===== config.mk =====
export PLATFORM = sky130hd
export DESIGN_NAME = fetch_seq
export DESIGN_NICKNAME = d
export VERILOG_FILES = /design/src/rtl/fetch_seq.sv
export SDC_FILE = /design/constraint.sdc
export NUM_CORES = 1
export LEC_CHECK = 0
export BUFFER_PORTS_ARGS = -buffer_cell sky130_fd_sc_hd__buf_2
export CORE_MARGIN = 2
export CORE_UTILIZATION = 25
export DETAILED_ROUTE_END_ITERATION = 10
export GPL_TIMING_DRIVEN = 0
export PLACE_DENSITY = 0.57
export SKIP_LAST_GASP = 1
export SYNTH_ARGS = -nofsm -noshare
export SYNTH_HDL_FRONTEND = slang
export SYNTH_SLANG_ARGS = --single-unit

===== constraint.sdc =====
create_clock -name clk -period 2.9 [get_ports clk]
set_clock_uncertainty 0.2 [all_clocks]
set_input_delay 0.29 -clock clk [delete_from_list [all_inputs] [get_ports clk]]
set_output_delay 0.29 -clock clk [all_outputs]
set_load 0.03 [all_outputs]

===== src/rtl/fetch_seq.sv =====
`default_nettype none
// ============================================================================
// Module   : fetch_seq
// Purpose  : Instruction-fetch sequencer. Owns the PC, issues one fetch at a
//            time to instruction memory (req/ack), presents each fetched word
//            downstream on a valid/ready handshake and applies PC-relative
//            redirects computed from the PC of the last accepted instruction.
// Ports    : clk             - clock, all state updates on rising edge
//            rst             - asynchronous active-low reset
//            redirect_valid  - one-cycle redirect pulse
//            redirect_offset - signed byte offset, low ADDRESS_WIDTH bits used
//            mem_req/mem_addr/mem_ack/mem_rdata - instruction memory port
//            instr_valid/instr_ready/instr/instr_pc - downstream handshake
// Revision : 1.0 - initial release
// ============================================================================
module fetch_seq #(
    parameter int                       ADDRESS_WIDTH = 12,
    parameter int                       DATA_WIDTH    = 32,
    parameter logic [ADDRESS_WIDTH-1:0] RESET_PC      = '0
) (
    input  logic                     clk,
    input  logic                     rst,
    input  logic                     redirect_valid,
    input  logic [DATA_WIDTH-1:0]    redirect_offset,
    output logic                     mem_req,
    output logic [ADDRESS_WIDTH-1:0] mem_addr,
    input  logic                     mem_ack,
    input  logic [DATA_WIDTH-1:0]    mem_rdata,
    output logic                     instr_valid,
    input  logic                     instr_ready,
    output logic [DATA_WIDTH-1:0]    instr,
    output logic [ADDRESS_WIDTH-1:0] instr_pc
);

    localparam logic [1:0] c_st_idle  = 2'd0;
    localparam logic [1:0] c_st_fetch = 2'd1;
    localparam logic [1:0] c_st_hold  = 2'd2;

    localparam logic [ADDRESS_WIDTH-1:0] c_pc_step    = ADDRESS_WIDTH'(4);
    localparam logic [ADDRESS_WIDTH-1:0] c_align_mask = ~ADDRESS_WIDTH'(3);

    logic [1:0]               r_state;
    logic [1:0]               w_state_nxt;
    logic [ADDRESS_WIDTH-1:0] r_pc;
    logic [ADDRESS_WIDTH-1:0] w_pc_nxt;
    logic [ADDRESS_WIDTH-1:0] r_addr;
    logic [ADDRESS_WIDTH-1:0] w_addr_nxt;
    logic [ADDRESS_WIDTH-1:0] r_last_pc;
    logic [ADDRESS_WIDTH-1:0] w_last_pc_nxt;
    logic                     r_kill;
    logic                     w_kill_nxt;
    logic [DATA_WIDTH-1:0]    r_instr;
    logic [DATA_WIDTH-1:0]    w_instr_nxt;
    logic [ADDRESS_WIDTH-1:0] r_instr_pc;
    logic [ADDRESS_WIDTH-1:0] w_instr_pc_nxt;

    logic [ADDRESS_WIDTH-1:0] w_target_sum;
    logic [ADDRESS_WIDTH-1:0] w_target;

    // Only the low ADDRESS_WIDTH offset bits matter: PC arithmetic wraps.
    generate
        if (DATA_WIDTH > ADDRESS_WIDTH) begin : g_offset_hi
            logic w_unused_offset_hi;
            assign w_unused_offset_hi = ^redirect_offset[DATA_WIDTH-1:ADDRESS_WIDTH];
        end
    endgenerate

    // Redirect target is relative to the last accepted instruction, taken
    // before any same-cycle acceptance updates it, then word-aligned.
    assign w_target_sum = r_last_pc + redirect_offset[ADDRESS_WIDTH-1:0];
    assign w_target     = w_target_sum & c_align_mask;

    // ------------------------------------------------------------------
    // State register
    // ------------------------------------------------------------------
    always_ff @(posedge clk or negedge rst) begin
        if (!rst) begin
            r_state <= c_st_idle;
        end else begin
            r_state <= w_state_nxt;
        end
    end

    // ------------------------------------------------------------------
    // Next-state and datapath next values
    // ------------------------------------------------------------------
    always_comb begin
        w_state_nxt    = r_state;
        w_pc_nxt       = r_pc;
        w_last_pc_nxt  = r_last_pc;
        w_kill_nxt     = r_kill;
        w_instr_nxt    = r_instr;
        w_instr_pc_nxt = r_instr_pc;

        case (r_state)
            c_st_idle: begin
                w_state_nxt = c_st_fetch;
                if (redirect_valid) begin
                    w_pc_nxt = w_target;
                end
            end
            c_st_fetch: begin
                if (mem_ack) begin
                    if (redirect_valid) begin
                        // Returned word belongs to the old stream.
                        w_pc_nxt   = w_target;
                        w_kill_nxt = 1'b0;
                    end else if (r_kill) begin
                        // This ack retires the request issued before the
                        // redirect; r_pc already holds the new target.
                        w_kill_nxt = 1'b0;
                    end else begin
                        w_instr_nxt    = mem_rdata;
                        w_instr_pc_nxt = r_pc;
                        w_state_nxt    = c_st_hold;
                    end
                end else if (redirect_valid) begin
                    // Request stays outstanding at its old address; its data
                    // is dropped when it finally returns.
                    w_pc_nxt   = w_target;
                    w_kill_nxt = 1'b1;
                end
            end
            c_st_hold: begin
                if (instr_ready) begin
                    w_last_pc_nxt = r_instr_pc;
                end
                if (redirect_valid) begin
                    w_pc_nxt    = w_target;
                    w_state_nxt = c_st_fetch;
                end else if (instr_ready) begin
                    w_pc_nxt    = r_instr_pc + c_pc_step;
                    w_state_nxt = c_st_fetch;
                end
            end
            default: begin
                w_state_nxt = c_st_idle;
            end
        endcase

        // The presented address may only move once the pending request retires.
        if ((r_state == c_st_fetch) && !mem_ack) begin
            w_addr_nxt = r_addr;
        end else begin
            w_addr_nxt = w_pc_nxt;
        end
    end

    // ------------------------------------------------------------------
    // Datapath registers
    // ------------------------------------------------------------------
    always_ff @(posedge clk or negedge rst) begin
        if (!rst) begin
            r_pc       <= RESET_PC;
            r_addr     <= RESET_PC;
            r_last_pc  <= RESET_PC;
            r_kill     <= 1'b0;
            r_instr    <= '0;
            r_instr_pc <= RESET_PC;
        end else begin
            r_pc       <= w_pc_nxt;
            r_addr     <= w_addr_nxt;
            r_last_pc  <= w_last_pc_nxt;
            r_kill     <= w_kill_nxt;
            r_instr    <= w_instr_nxt;
            r_instr_pc <= w_instr_pc_nxt;
        end
    end

    // ------------------------------------------------------------------
    // Outputs
    // ------------------------------------------------------------------
    always_comb begin
        mem_req     = 1'b0;
        instr_valid = 1'b0;
        case (r_state)
            c_st_fetch: mem_req     = 1'b1;
            c_st_hold:  instr_valid = 1'b1;
            default: begin
            end
        endcase
    end

    assign mem_addr = r_addr;
    assign instr    = r_instr;
    assign instr_pc = r_instr_pc;

endmodule
`default_nettype wire


; ---- Yosys cells after proc, flatten, opt, wreduce, memory -nomap -nowiden
; Index checks and enable logic that the tools add are counted.
[word_totals]
regBits = 83
inputBits = 69
elab_cells = 40
[classes]
addsub = 2
n_eq_ne = 6
mux = 14
bitwise_logic = 2
n_reduce_logical = 9
[ops]
columns = op, count
row1 = $mux W12, 3
row2 = $pmux W12 S2, 1
row3 = $add A12 B12 Y12, 1
row4 = $add A12 B3 Y12 const B, 1
row5 = $mux W2, 5
row6 = $reduce_and A4 Y1, 2
row7 = $ne A2 B2 Y1 const B, 3
row8 = $pmux W2 S3, 1
row9 = $mux W1, 4
row10 = $reduce_and A2 Y1, 2
row11 = $ne A3 B3 Y1 const B, 1
row12 = $eq A2 B1 Y1 const B, 1
row13 = $eq A2 B2 Y1 const B, 1
row14 = $logic_not A2 Y1, 1
row15 = $not A1 Y1, 2
row16 = $reduce_bool A2 Y1, 1
row17 = $reduce_or A2 Y1, 1
row18 = $logic_and A1 B1 Y1, 1
row19 = $logic_not A1 Y1, 1

; ---- Longest topological paths before layout
; Gate-level depths: netlist (run 1).
[depth]
word_depth = 4
depth_mapped = 8
mapped_depth_nobuf = 7

; ---- Worst setup path after synthesis (run 1)
; OpenSTA, ideal clock, no wires.
[synth_path]
path_kind = register to register
startpoint = register r_last_pc[8]
endpoint = register r_addr[9], in the netlist mem_addr[9]
setup_ns = 0.125
t_arrival_ns = 1.791
required_time_ns = 2.575
slack_ns = 0.785
path_stages_with_launch = 9
path_cell_list = dfrtp_1 > ha_1 > buf_2 > nand2_1 > nor3_2 > a22o_1 > nand2_1 > a32o_1 > mux2_2
[synth_between]
elab_chain_cells = 3
word_cells_on_any_way = 4
[synth_lines]
columns = element, line_no
row1 = from (decl), 48  ; logic [ADDRESS_WIDTH-1:0] r_last_pc;
row2 = from (signal assigned), 163  ; r_last_pc <= w_last_pc_nxt;
row3 = $add A12 B12 Y12 (*), 70  ; assign w_target_sum = r_last_pc + redirect_offset[ADDRESS_WIDTH-1:0];
row4 = $mux W12 (on tied branches), n/a
row5 = $pmux W12 S2 (*), 95  ; case (r_state)
row6 = named net w_pc_nxt[9], 45  ; logic [ADDRESS_WIDTH-1:0] w_pc_nxt;
row7 = to (signal assigned), 162  ; r_addr <= w_addr_nxt;
row8 = to (decl), 46  ; logic [ADDRESS_WIDTH-1:0] r_addr;
; Mark *: on every way through the listed nets, which the timed path passes. The rest lies on a longest branch.
; A chain may end at the register's enable or synchronous reset.

; ---- Final worst setup path (run 1)
[layout_path]
startpoint = register r_last_pc[2]
endpoint = register r_addr[9], in the netlist mem_addr[9]
; The elaborated chain is that of the path after synthesis.

==> flow_summary_export.csv, run 1 <==
group,metric,value,unit
outcome,status,"completed",
route,drc_errors,0,
route,first_iter_violations,124,
critical_path,critPathCaptureType,"flop",
logic_synthesis,avgSynthCellArea,11.71,um^2
logic_synthesis,yosysSeqAreaShare,51.71,%
route,drt_pass1_iterations,4,
power_and_ir_drop,p_int,3.654,mW
logic_synthesis,yosys_warnings,0,
die,dieHeight,130.8,um
job,maxCapViolCount,0,
global_routing,grt_pass1_vias,3386,
timing,relSlewSlack,62.93,%
critical_path,max_stage_delay,380,ps
final_layout,fin_cells,715,
timing,setup_violations,0,
clocking,cts_made_buffers,9,
die,io_pins,127,
global_routing,grt_pass1_wl,17710,um
placement,dp_cells,666,
final_layout,area_growth,38.19,%
critical_path,crit_arrival,2440,ps
clocking,cts_setup_buffers,0,
die,num_rows,46,
timing,tns,0,ps
power_and_ir_drop,p_per_area,1114,mW/mm^2
power_and_ir_drop,pwr-share-clk,22.9,%
die,start_util,25.47,%
global_routing,grtUsageTotal,13.65,%
worst_hold_path,hold_depth,3,
clocking,cts.reportedPaths.clkPinSlew,70,ps
route,viasPerCell,4.524,
final_layout,fin_nets,575,
critical_path,r2r_cells,7,
timing,hold_viol_final,0,
timing,drv_slew,0,
placement,dp_hpwl,7935,um
clocking,cts_htree_levels,3,
logic_synthesis,async_flop_share,100.0,%
clocking,clk_latency,350,ps
logic_synthesis,yosysUniqueCellTypes,57,
timing,max_freq,415.1,MHz
timing,rsz0062_at_grt,"no",
critical_path,r2r-end,"mem_addr[9]",
worst_hold_path,worstHoldStart,"instr_ready",
logic_synthesis,synth_nets,423,
power_and_ir_drop,vdd_drop_max,0.6055,mV
logic_synthesis,synth_area,0.004016,mm^2
placement,place_congestion,0.8269,
timing,setup_ws,490.7,ps
logic_synthesis,synthCells,343,
clocking,cts-root-buf,"clkbuf_16",
final_layout,fillers,1633,
logic_synthesis,synth_most_common_cell,"dfrtp_1",
logic_synthesis,synthTopCellsByCount,"dfrtp_1 (83), mux2_2 (57), nand2_1 (29)",
logic_synthesis,synth_edf_count,0,
final_layout,drive_gt1_share,40.48,%
route,drt-total-wl,11050,um
route,vias,3235,
timing,tightest_slew,556.0,ps
route,antenna_left,0,
clocking,cts_sinks,83,
global_routing,grt_max_degree,44,
final_layout,diodes,0,
placement,portBuffers,106,
critical_path,cp-start-kind,"flop",
global_routing,globalRouteOverflowTotal,0,
die,core,0.01577,mm^2
worst_hold_path,hold_end,"r_state[1]",
global_routing,antenna_found_initial,0,
critical_path,critical_path.cell_chain,"ha_1 -> a21oi_1 -> a211oi_1 -> nor2_2 -> o2111ai_1 -> a32o_1 -> mux2_2",
clocking,cts_resized,0,
power_and_ir_drop,power_frac_comb,43.7,%
die,die_x,130.8,um
logic_synthesis,synth_top_area_cell,"dfrtp_1",
clocking,cts_tree,"built",
clocking,clk_path_buf_depth,2,
logic_synthesis,ys.flop_type,"dfrtp_1",
power_and_ir_drop,netSwitchingPower,2.527,mW
timing,period_share,83.08,%
critical_path,critPathRequiredTime,2930,ps
final_layout,finalCoreUtilization,35.20,%
logic_synthesis,synth_top_area_share,51.71,%
power_and_ir_drop,seqPwrFrac,33.4,%
die,dieArea,0.01710,mm^2
route,wl_per_cell,15.46,um
power_and_ir_drop,leakage,2.519,nW
logic_synthesis,synth.area.top_cells,"dfrtp_1 (52%), mux2_2 (16%), ha_1 (3.4%), nand2_1 (2.7%), o21ai_0 (2.6%)",
logic_synthesis,yosys_register_bits,83,
critical_path,path_class,"reg2reg",
worst_hold_path,min_path_type,"in2reg",
power_and_ir_drop,p_sw_share,40.89,%
critical_path,reg2reg_from,"r_last_pc[2]",
critical_path,slowest_stage,"dfrtp_1",
critical_path,r2r_slack,490,ps
placement,pre_cts_slack,473.0,ps
critical_path,cp_max_fo,5,
timing,fin_crit,2409,ps
[worst max path at each step]
stage / from / endpoint / slack [ps] / depth (start not counted)
6_report: r_last_pc[2] / mem_addr[9] / 490 / 7
5_1_grt: r_last_pc[2] / mem_addr[9] / 360 / 7
4_1_cts: r_last_pc[2] / mem_addr[9] / 500 / 7
3_5_place_dp: redirect_offset[2] / mem_addr[9] / 470 / 8
3_3_place_gp: redirect_offset[2] / mem_addr[9] / 520 / 8
2_1_floorplan: r_last_pc[8] / mem_addr[9] / 780 / 8
[kinds of logic (layout without fill, tap and decap cells)]
family	count (synthesis)	count (layout)	synth area share, %
DFF	83	83	51.71
and+or+nand+nor	80	80	9.751
AOI/OAI and AO/OA	74	74	11.96
muxes	62	62	17.45
adders and majority gates	11	11	3.427
buffers and inverters	20	176	2.866
xor gates and xnor gates	13	13	2.835
[through the flow]
| stage | hold slack [ps] | instance area [um^2] | power (mW) |
|---|---|---|---|
| final | 127.6 | 5550 | 6.181 |
| after floorplan | -205.6 | 4016 | 3.926 |
| after detailed placement | 116.7 | 4847 | 4.759 |
| after global placement | 264.2 | 4817 | 4.697 |
| after CTS | 119.7 | 5550 | 6.251 |
| after global routing | 148.1 | 5550 | 6.576 |
[flip-flops by register name, summed over array words and instances, names as in the netlist]
signal and flops:
instr_pc 12, r_pc 12, r_last_pc 12, instr 32
mem_addr 12, r_state 2, r_kill 1
[layout by cell type (no fill, tap or decap), drive strengths merged, types with 6 or more instances in the layout]
cell type,n
buf,120
dfrtp,83
mux2,61
dlygate4sd3,34
nand2,30
o21ai,22
nor2,18
a21oi,15
ha,11
clkbuf,11
a31oi,8
xnor2,7
nand3,7
xor2,6
inv,6
[power by group through the flow]
| stage | Combinational, mW | Sequential [mW] | Clock (mW) |
|---|---|---|---|
| 2_1_floorplan | 1.17 | 2.75 | 0 |
| 3_3_place_gp | 2.64 | 2.06 | 0 |
| 3_5_place_dp | 2.69 | 2.07 | 0 |
| 4_1_cts | 2.73 | 2.07 | 1.45 |
| 5_1_grt | 2.93 | 2.14 | 1.50 |
| 6_report | 2.70 | 2.07 | 1.41 |
[cell type report]
class / count / area (um^2) / area share [%]
Multi-Input combinational cell: 240 / 1824 / 32.87
Clock inverter: 6 / 137.6 / 2.480
Sequential cell: 83 / 2077 / 37.42
Timing Repair Buffer: 141 / 900.9 / 16.23
Inverter: 5 / 18.77 / 0.3381
Buffer: 15 / 96.34 / 1.736
Clock buffer: 9 / 225.2 / 4.058
Tap cell: 216 / 270.3 / 4.869
[per-layer routing]
metal	up-vias	GRT usage (%)	part of all wire, %
li1	1555	-	-
met1	1566	16.29	43
met2	105	23.50	50
met3	9	4.967	6.8
met4	0	3.317	1.0
met5	-	0	0
[timing repair]
item,in CTS,in global routing
hold buffers,34,0
endpoints found under the hold margin,73,0
setup endpoints to repair,0,0
[worst max-delay path: cells and delay by family, from the launching register on]
| kind | cells | cell delay, ps |
|---|---|---|
| DFF | 1 | 380 |
| and+or+nand+nor | 1 | 280 |
| adders and majority gates | 1 | 330 |
| AOI/OAI and AO/OA | 4 | 840 |
| muxes | 1 | 270 |
Power figures use the tool's default switching activity.
==> inputs of run 2 (changes only) <==
Settings changed: ABC_AREA from default to 1.
Clock period 2.9 ns to 2.4 ns, I/O delays scaled along.
==> run 2 against run 1 <==
Net effect: maximum frequency rose by 11%; wire length grew 12%; utilization decreased by 1.0 points; sequential share of layout area decreased by 0.51 points; combinational power grew 51%; first-iteration DRC count increased by 29%; final cell count up 29%; via count is 24% higher; sequential cell count unchanged; non-clock buffer count grew 4; die area increased by 4.0%; global-route usage increased by 1.1 points; critical endpoint is now instr[17]; largest power group unchanged; highest routed layer is now met5.
==> flow_summary_export.csv, run 2 <==
group,metric,value,unit
outcome,status,"completed",
clocking,cts_tree,"built",
critical_path,critPathRequiredTime,2430,ps
route,drt_pass1_iterations,4,
logic_synthesis,synth.area.top_cells,"dfrtp_1 (50%), nand2_1 (19%), nand3_1 (6.7%), inv_1 (4.8%), o21ai_0 (4.1%)",
logic_synthesis,synth_top_area_cell,"dfrtp_1",
critical_path,cp-start-kind,"flop",
clocking,cts_htree_levels,3,
logic_synthesis,avgSynthCellArea,7.691,um^2
final_layout,drive_gt1_share,19.57,%
die,core,0.01647,mm^2
placement,dp_hpwl,9009,um
final_layout,fillers,1757,
route,drc_errors,0,
final_layout,largest_reg_flops,32,
timing,drv_slew,0,
logic_synthesis,ys.flop_type,"dfrtp_1",
clocking,clk_path_buf_depth,2,
power_and_ir_drop,vdd_drop_max,0.6935,mV
logic_synthesis,yosys_warnings,0,
logic_synthesis,async_flop_share,100.0,%
placement,dp_cells,870,
timing,tns,0,ps
critical_path,path_class,"reg2reg",
placement,place_congestion,0.8145,
logic_synthesis,synth_edf_count,0,
final_layout,diodes,0,
placement,portBuffers,105,
logic_synthesis,synth_nets,624,
job,maxCapViolCount,0,
critical_path,critPathCaptureType,"flop",
logic_synthesis,synthTopCellsByCount,"nand2_1 (211), dfrtp_1 (83), nand3_1 (56)",
die,num_rows,47,
logic_synthesis,synth_most_common_cell,"nand2_1",
final_layout,fin_nets,775,
clocking,cts-root-buf,"clkbuf_16",
route,vias,4023,
global_routing,grt_pass1_vias,4150,
critical_path,cp_max_fo,10,
final_layout,area_growth,34.48,%
timing,relSlewSlack,60.54,%
timing,period_share,90.29,%
final_layout,final_cell_mix,"nand2_1 (211), buf_2 (111), dfrtp_1 (83), nand3_1 (56), inv_1 (53)",
timing,max_freq,461.5,MHz
clocking,cts.reportedPaths.clkPinSlew,60,ps
worst_hold_path,min_path_type,"in2reg",
clocking,cts_setup_buffers,0,
route,wl_per_cell,13.42,um
global_routing,grt_max_degree,44,
route,drt-total-wl,12350,um
timing,tightest_slew,591.9,ps
global_routing,grtUsageTotal,14.78,%
global_routing,grt_pass1_wl,20980,um
logic_synthesis,yosysSeqAreaShare,49.64,%
die,io_pins,127,
die,start_util,25.41,%
global_routing,globalRouteOverflowTotal,0,
logic_synthesis,synth_area,0.004184,mm^2
route,first_iter_violations,160,
logic_synthesis,synthCells,544,
route,antenna_left,0,
die,dieHeight,133.4,um
clocking,cts_made_buffers,9,
global_routing,antenna_found_initial,1,
timing,hold_ws,67.79,ps
die,dieArea,0.01779,mm^2
timing,setup_violations,0,
route,viasPerCell,4.373,
power_and_ir_drop,p_per_area,1397,mW/mm^2
die,die_x,133.4,um
logic_synthesis,synth_top_area_share,49.64,%
logic_synthesis,yosys_register_bits,83,
clocking,clk_latency,340,ps
timing,hold_viol_final,0,
final_layout,finalCoreUtilization,34.17,%
timing,rsz0062_at_grt,"no",
timing,fin_crit,2167,ps
final_layout,fin_cells,920,
power_and_ir_drop,power,7.858,mW
final_layout,final_common_cell,"nand2_1",
logic_synthesis,yosysUniqueCellTypes,30,
power_and_ir_drop,leakage,3.066,nW
clocking,cts_sinks,83,
critical_path,crit_arrival,2190,ps
-- run 2: worst max-delay path, cell delays in order (launching register included) --
cell	delay, ps
dfrtp_1	440
inv_2	80
nor2_1	50
buf_4	180
nand2_1	90
nand2_1	90
a211oi_4	330
nand2_2	90
buf_4	210
buf_6	160
nand2_1	60
nand2_1	50
-- run 2: what timing repair did --
action,in CTS,in global routing
setup endpoints to repair,1,4
endpoints found under the hold margin,75,0
gates resized for setup,1,4
pin swaps,0,0
hold buffers,34,0
-- run 2: cell families after synthesis --
group | count (synthesis) | synth area share [%]
buffers and inverters | 75 | 7.655
AO/OA/AOI/OAI | 63 | 8.642
flip-flops | 83 | 49.64
AND/OR/NAND/NOR | 307 | 29.73
XOR/XNOR | 5 | 1.047
adder cells (fa/ha/maj) | 11 | 3.289
-- run 2: metal layers --
| layer | wire [um] | share of wire [%] | GRT usage, % | vias to the layer above |
|---|---|---|---|---|
| met2 | 5690 | 46 | 25.06 | 122 |
| met3 | 903 | 7.3 | 3.272 | 11 |
| li1 | - | - | - | 2042 |
| met4 | 126 | 1.0 | 4.610 | 2 |
| met1 | 5620 | 46 | 18.83 | 1846 |
| met5 | 7 | 0.057 | 0 | - |
-- run 2: path summary, 6_finish.rpt --
check / startpoint / cells after the start / slack, ps / endpoint
worst max-delay path: r_state[0] / 11 / 230 / instr[17]
worst min-delay path: instr_ready / 4 / 70 / r_state[1]
worst max register to register: r_state[0] / 11 / 230 / instr[17]
worst min register to register: instr[27] / 2 / 260 / instr[27]
max in group asynchronous: rst / 3 / 1130 / instr_pc[8]
min in group asynchronous: rst / 2 / 230 / instr[29]
-- run 2: cell type report --
type | count | area [um^2] | share of cell area (%)
clock buffer | 14 | 264.0 | 4.692
multi-input combinational | 386 | 1790 | 31.82
tap | 220 | 275.3 | 4.892
inverter | 55 | 206.4 | 3.669
buffer | 20 | 115.1 | 2.046
timing repair buffer | 140 | 888.4 | 15.79
sequential | 83 | 2077 | 36.91
clock inverter | 2 | 10.01 | 0.1779
-- run 2: metrics by stage --
step                cell area, um^2  worst slack [ps]
CTS                            5622             74.74
floorplan                      4184             403.9
global route                   5627             33.83
global placement               4985            -76.08
finish                         5627             233.1
detailed placement             5007            -76.33
-- run 2: power by group --
part	switching (mW)	internal, mW	total (mW)
clock network	0.541	0.756	1.30
registers	0.438	2.05	2.48
logic	2.82	1.26	4.08
total	3.80	4.06	7.86
==> inputs of run 3 (changes only) <==
Settings changed: PLACE_DENSITY 0.57 to 0.48.
==> run 3 against run 2 <==
Net effect: design area increased by 0.22%; non-clock buffer count unchanged; via count increased by 1.1%; combinational power about the same; critical endpoint is now mem_addr[5]; largest power group unchanged.
==> flow_summary_export.csv, run 3 (synthesized netlist as in run 2, its figures left out) <==
group,metric,value,unit
timing,period_share,93.71,%
timing,tightest_slew,611.9,ps
clocking,clk_latency,340,ps
route,routed.top_layer,"met4",
route,wl_met3,858,um
final_layout,final_common_cell,"nand2_1",
global_routing,antenna_found_initial,0,
worst_hold_path,hold_end,"r_state[1]",
clocking,cts-root-buf,"clkbuf_16",
critical_path,r2r-end,"mem_addr[5]",
route,first_iter_violations,124,
final_layout,fin_nets,775,
timing,setup_violations,0,
placement,place_area,0.005015,mm^2
critical_path,max_stage_delay,390,ps
placement,pre_cts_slack,13.39,ps
critical_path,r2r_cells,10,
die,start_util,25.41,%
route,viasPerCell,4.429,
route,wl_met2,5955,um
power_and_ir_drop,p_sw_share,48.07,%
critical_path,cp-start-kind,"flop",
die,core,0.01647,mm^2
worst_hold_path,min_path_type,"in2reg",
timing,hold_viol_final,0,
clocking,cts_htree_levels,3,
critical_path,critical_path.cell_chain,"ha_1 -> nand2_1 -> o21ai_1 -> nand2_1 -> nand3_1 -> nand2_1 -> o21ai_0 -> o21ai_0 -> nand2_1 -> nand2_1",
power_and_ir_drop,p_per_area,1408,mW/mm^2
placement,place_congestion,0.8020,
outcome,status,"completed",
clocking,cts.reportedPaths.clkPinSlew,60,ps
power_and_ir_drop,leakage,3.072,nW
route,wl_per_cell,13.79,um
critical_path,critPathRequiredTime,2430,ps
timing,max_freq,444.6,MHz
route,wl_met1,5691,um
global_routing,grt_max_degree,62,
worst_hold_path,hold_depth,4,
critical_path,cp_top_family,"compound AO/OA/AOI/OAI gates",
timing,fin_crit,2249,ps
timing,rsz0062_at_grt,"yes",
final_layout,area_growth,34.78,%
die,dieArea,0.01779,mm^2
power_and_ir_drop,seqPwrFrac,31.5,%
route,drt_pass1_iterations,4,
power_and_ir_drop,netSwitchingPower,3.817,mW
final_layout,diodes,0,
route,antenna_left,0,
critical_path,cp_num_buf_inv,0,
die,io_pins,127,
critical_path,reg2reg_from,"r_last_pc[2]",
global_routing,grt_pass1_wl,21330,um
final_layout,final_cell_mix,"nand2_1 (211), buf_2 (111), dfrtp_1 (83), nand3_1 (56), inv_1 (53)",
timing,setup_ws,150.9,ps
clocking,cts_tree,"built",
global_routing,globalRouteOverflowTotal,0,
timing,relSlewSlack,59.21,%
global_routing,grt_pass1_vias,4288,
critical_path,cp_max_fo,4,
global_routing,grtUsageTotal,14.94,%
power_and_ir_drop,vdd_drop_max,0.5759,mV
clocking,clk_path_buf_depth,2,
final_layout,largest_reg_flops,32,
critical_path,path_class,"reg2reg",
critical_path,slowest_stage,"dfrtp_1",
power_and_ir_drop,p_int,4.123,mW
timing,tns,0,ps
clocking,cts_made_buffers,9,
route,drt-total-wl,12660,um
power_and_ir_drop,power,7.940,mW
final_layout,fillers,1763,
route,drc_errors,0,
critical_path,critPathCaptureType,"flop",
final_layout,drive_gt1_share,19.48,%
critical_path,r2r_slack,150,ps
worst_hold_path,worstHoldStart,"instr_ready",
route,vias,4066,
timing,drv_slew,0,
die,dieHeight,133.4,um
placement,dp_hpwl,9340,um
power_and_ir_drop,power_frac_comb,51.3,%
power_and_ir_drop,pwr-share-clk,17.2,%
die,num_rows,47,
die,die_x,133.4,um
job,maxCapViolCount,0,
final_layout,final_cell_area,0.005639,mm^2
critical_path,crit_arrival,2280,ps
placement,portBuffers,105,
critical_path,path_common_cell,"nand2_1",
clocking,cts_sinks,83,
-- run 3: power groups by stage --
stage	clock (mW)	sequential [mW]	combinational, mW
finish	1.36	2.50	4.07
global route	1.49	2.60	4.59
CTS	1.40	2.51	4.12
detailed placement	0	2.51	4.07
global placement	0	2.51	4.00
floorplan	0	3.26	2.04
-- run 3: area by class of cell --
| cell class | count | area, um^2 | share of cell area, % |
|---|---|---|---|
| Sequential cell | 83 | 2077 | 36.83 |
| Multi-Input combinational cell | 386 | 1787 | 31.68 |
| Timing Repair Buffer | 140 | 895.9 | 15.89 |
| Tap cell | 220 | 275.3 | 4.881 |
| Clock buffer | 11 | 242.7 | 4.304 |
| Inverter | 55 | 206.4 | 3.661 |
| Buffer | 20 | 115.1 | 2.041 |
| Clock inverter | 3 | 40.04 | 0.7100 |
-- run 3: worst max path at each step --
stage                 start           to  slack, ps  cells past startpoint
6_report       r_last_pc[2]  mem_addr[5]        150                     10
5_1_grt        r_last_pc[2]  mem_addr[7]       -0.5                     12
4_1_cts        r_last_pc[2]  mem_addr[5]          8                     10
3_5_place_dp   r_last_pc[2]  mem_addr[5]         10                     10
3_3_place_gp   r_last_pc[2]  mem_addr[5]        -40                     10
2_1_floorplan    r_state[0]    instr[23]        400                      9
-- run 3: through the flow --
step | util [%] | instances | hold WS, ps
global placement | 30.27 | 869 | 251.6
CTS | 34.24 | 918 | 84.36
floorplan | - | 544 | -255.6
finish | 34.25 | 918 | 82.89
detailed placement | 30.46 | 870 | -33.29
global route | 34.25 | 918 | 131.3
-- run 3: per-layer routing --
metal	up-vias	GRT usage [%]
met1	1882	18.56
met3	14	4.414
met4	0	4.255
met5	-	0
li1	2036	-
met2	134	25.26
-- run 3: tightest hold or removal path, stage by stage --
cell	delay, ps
buf_2	100
inv_1	60
nand3_1	120
nand2_1	60
-- run 3: timing repair --
item,CTS,global route
endpoints found under the hold margin,116,0
hold buffers,34,0
resized for setup,0,3
endpoints found under the setup margin,0,7
buffers inserted,0,0
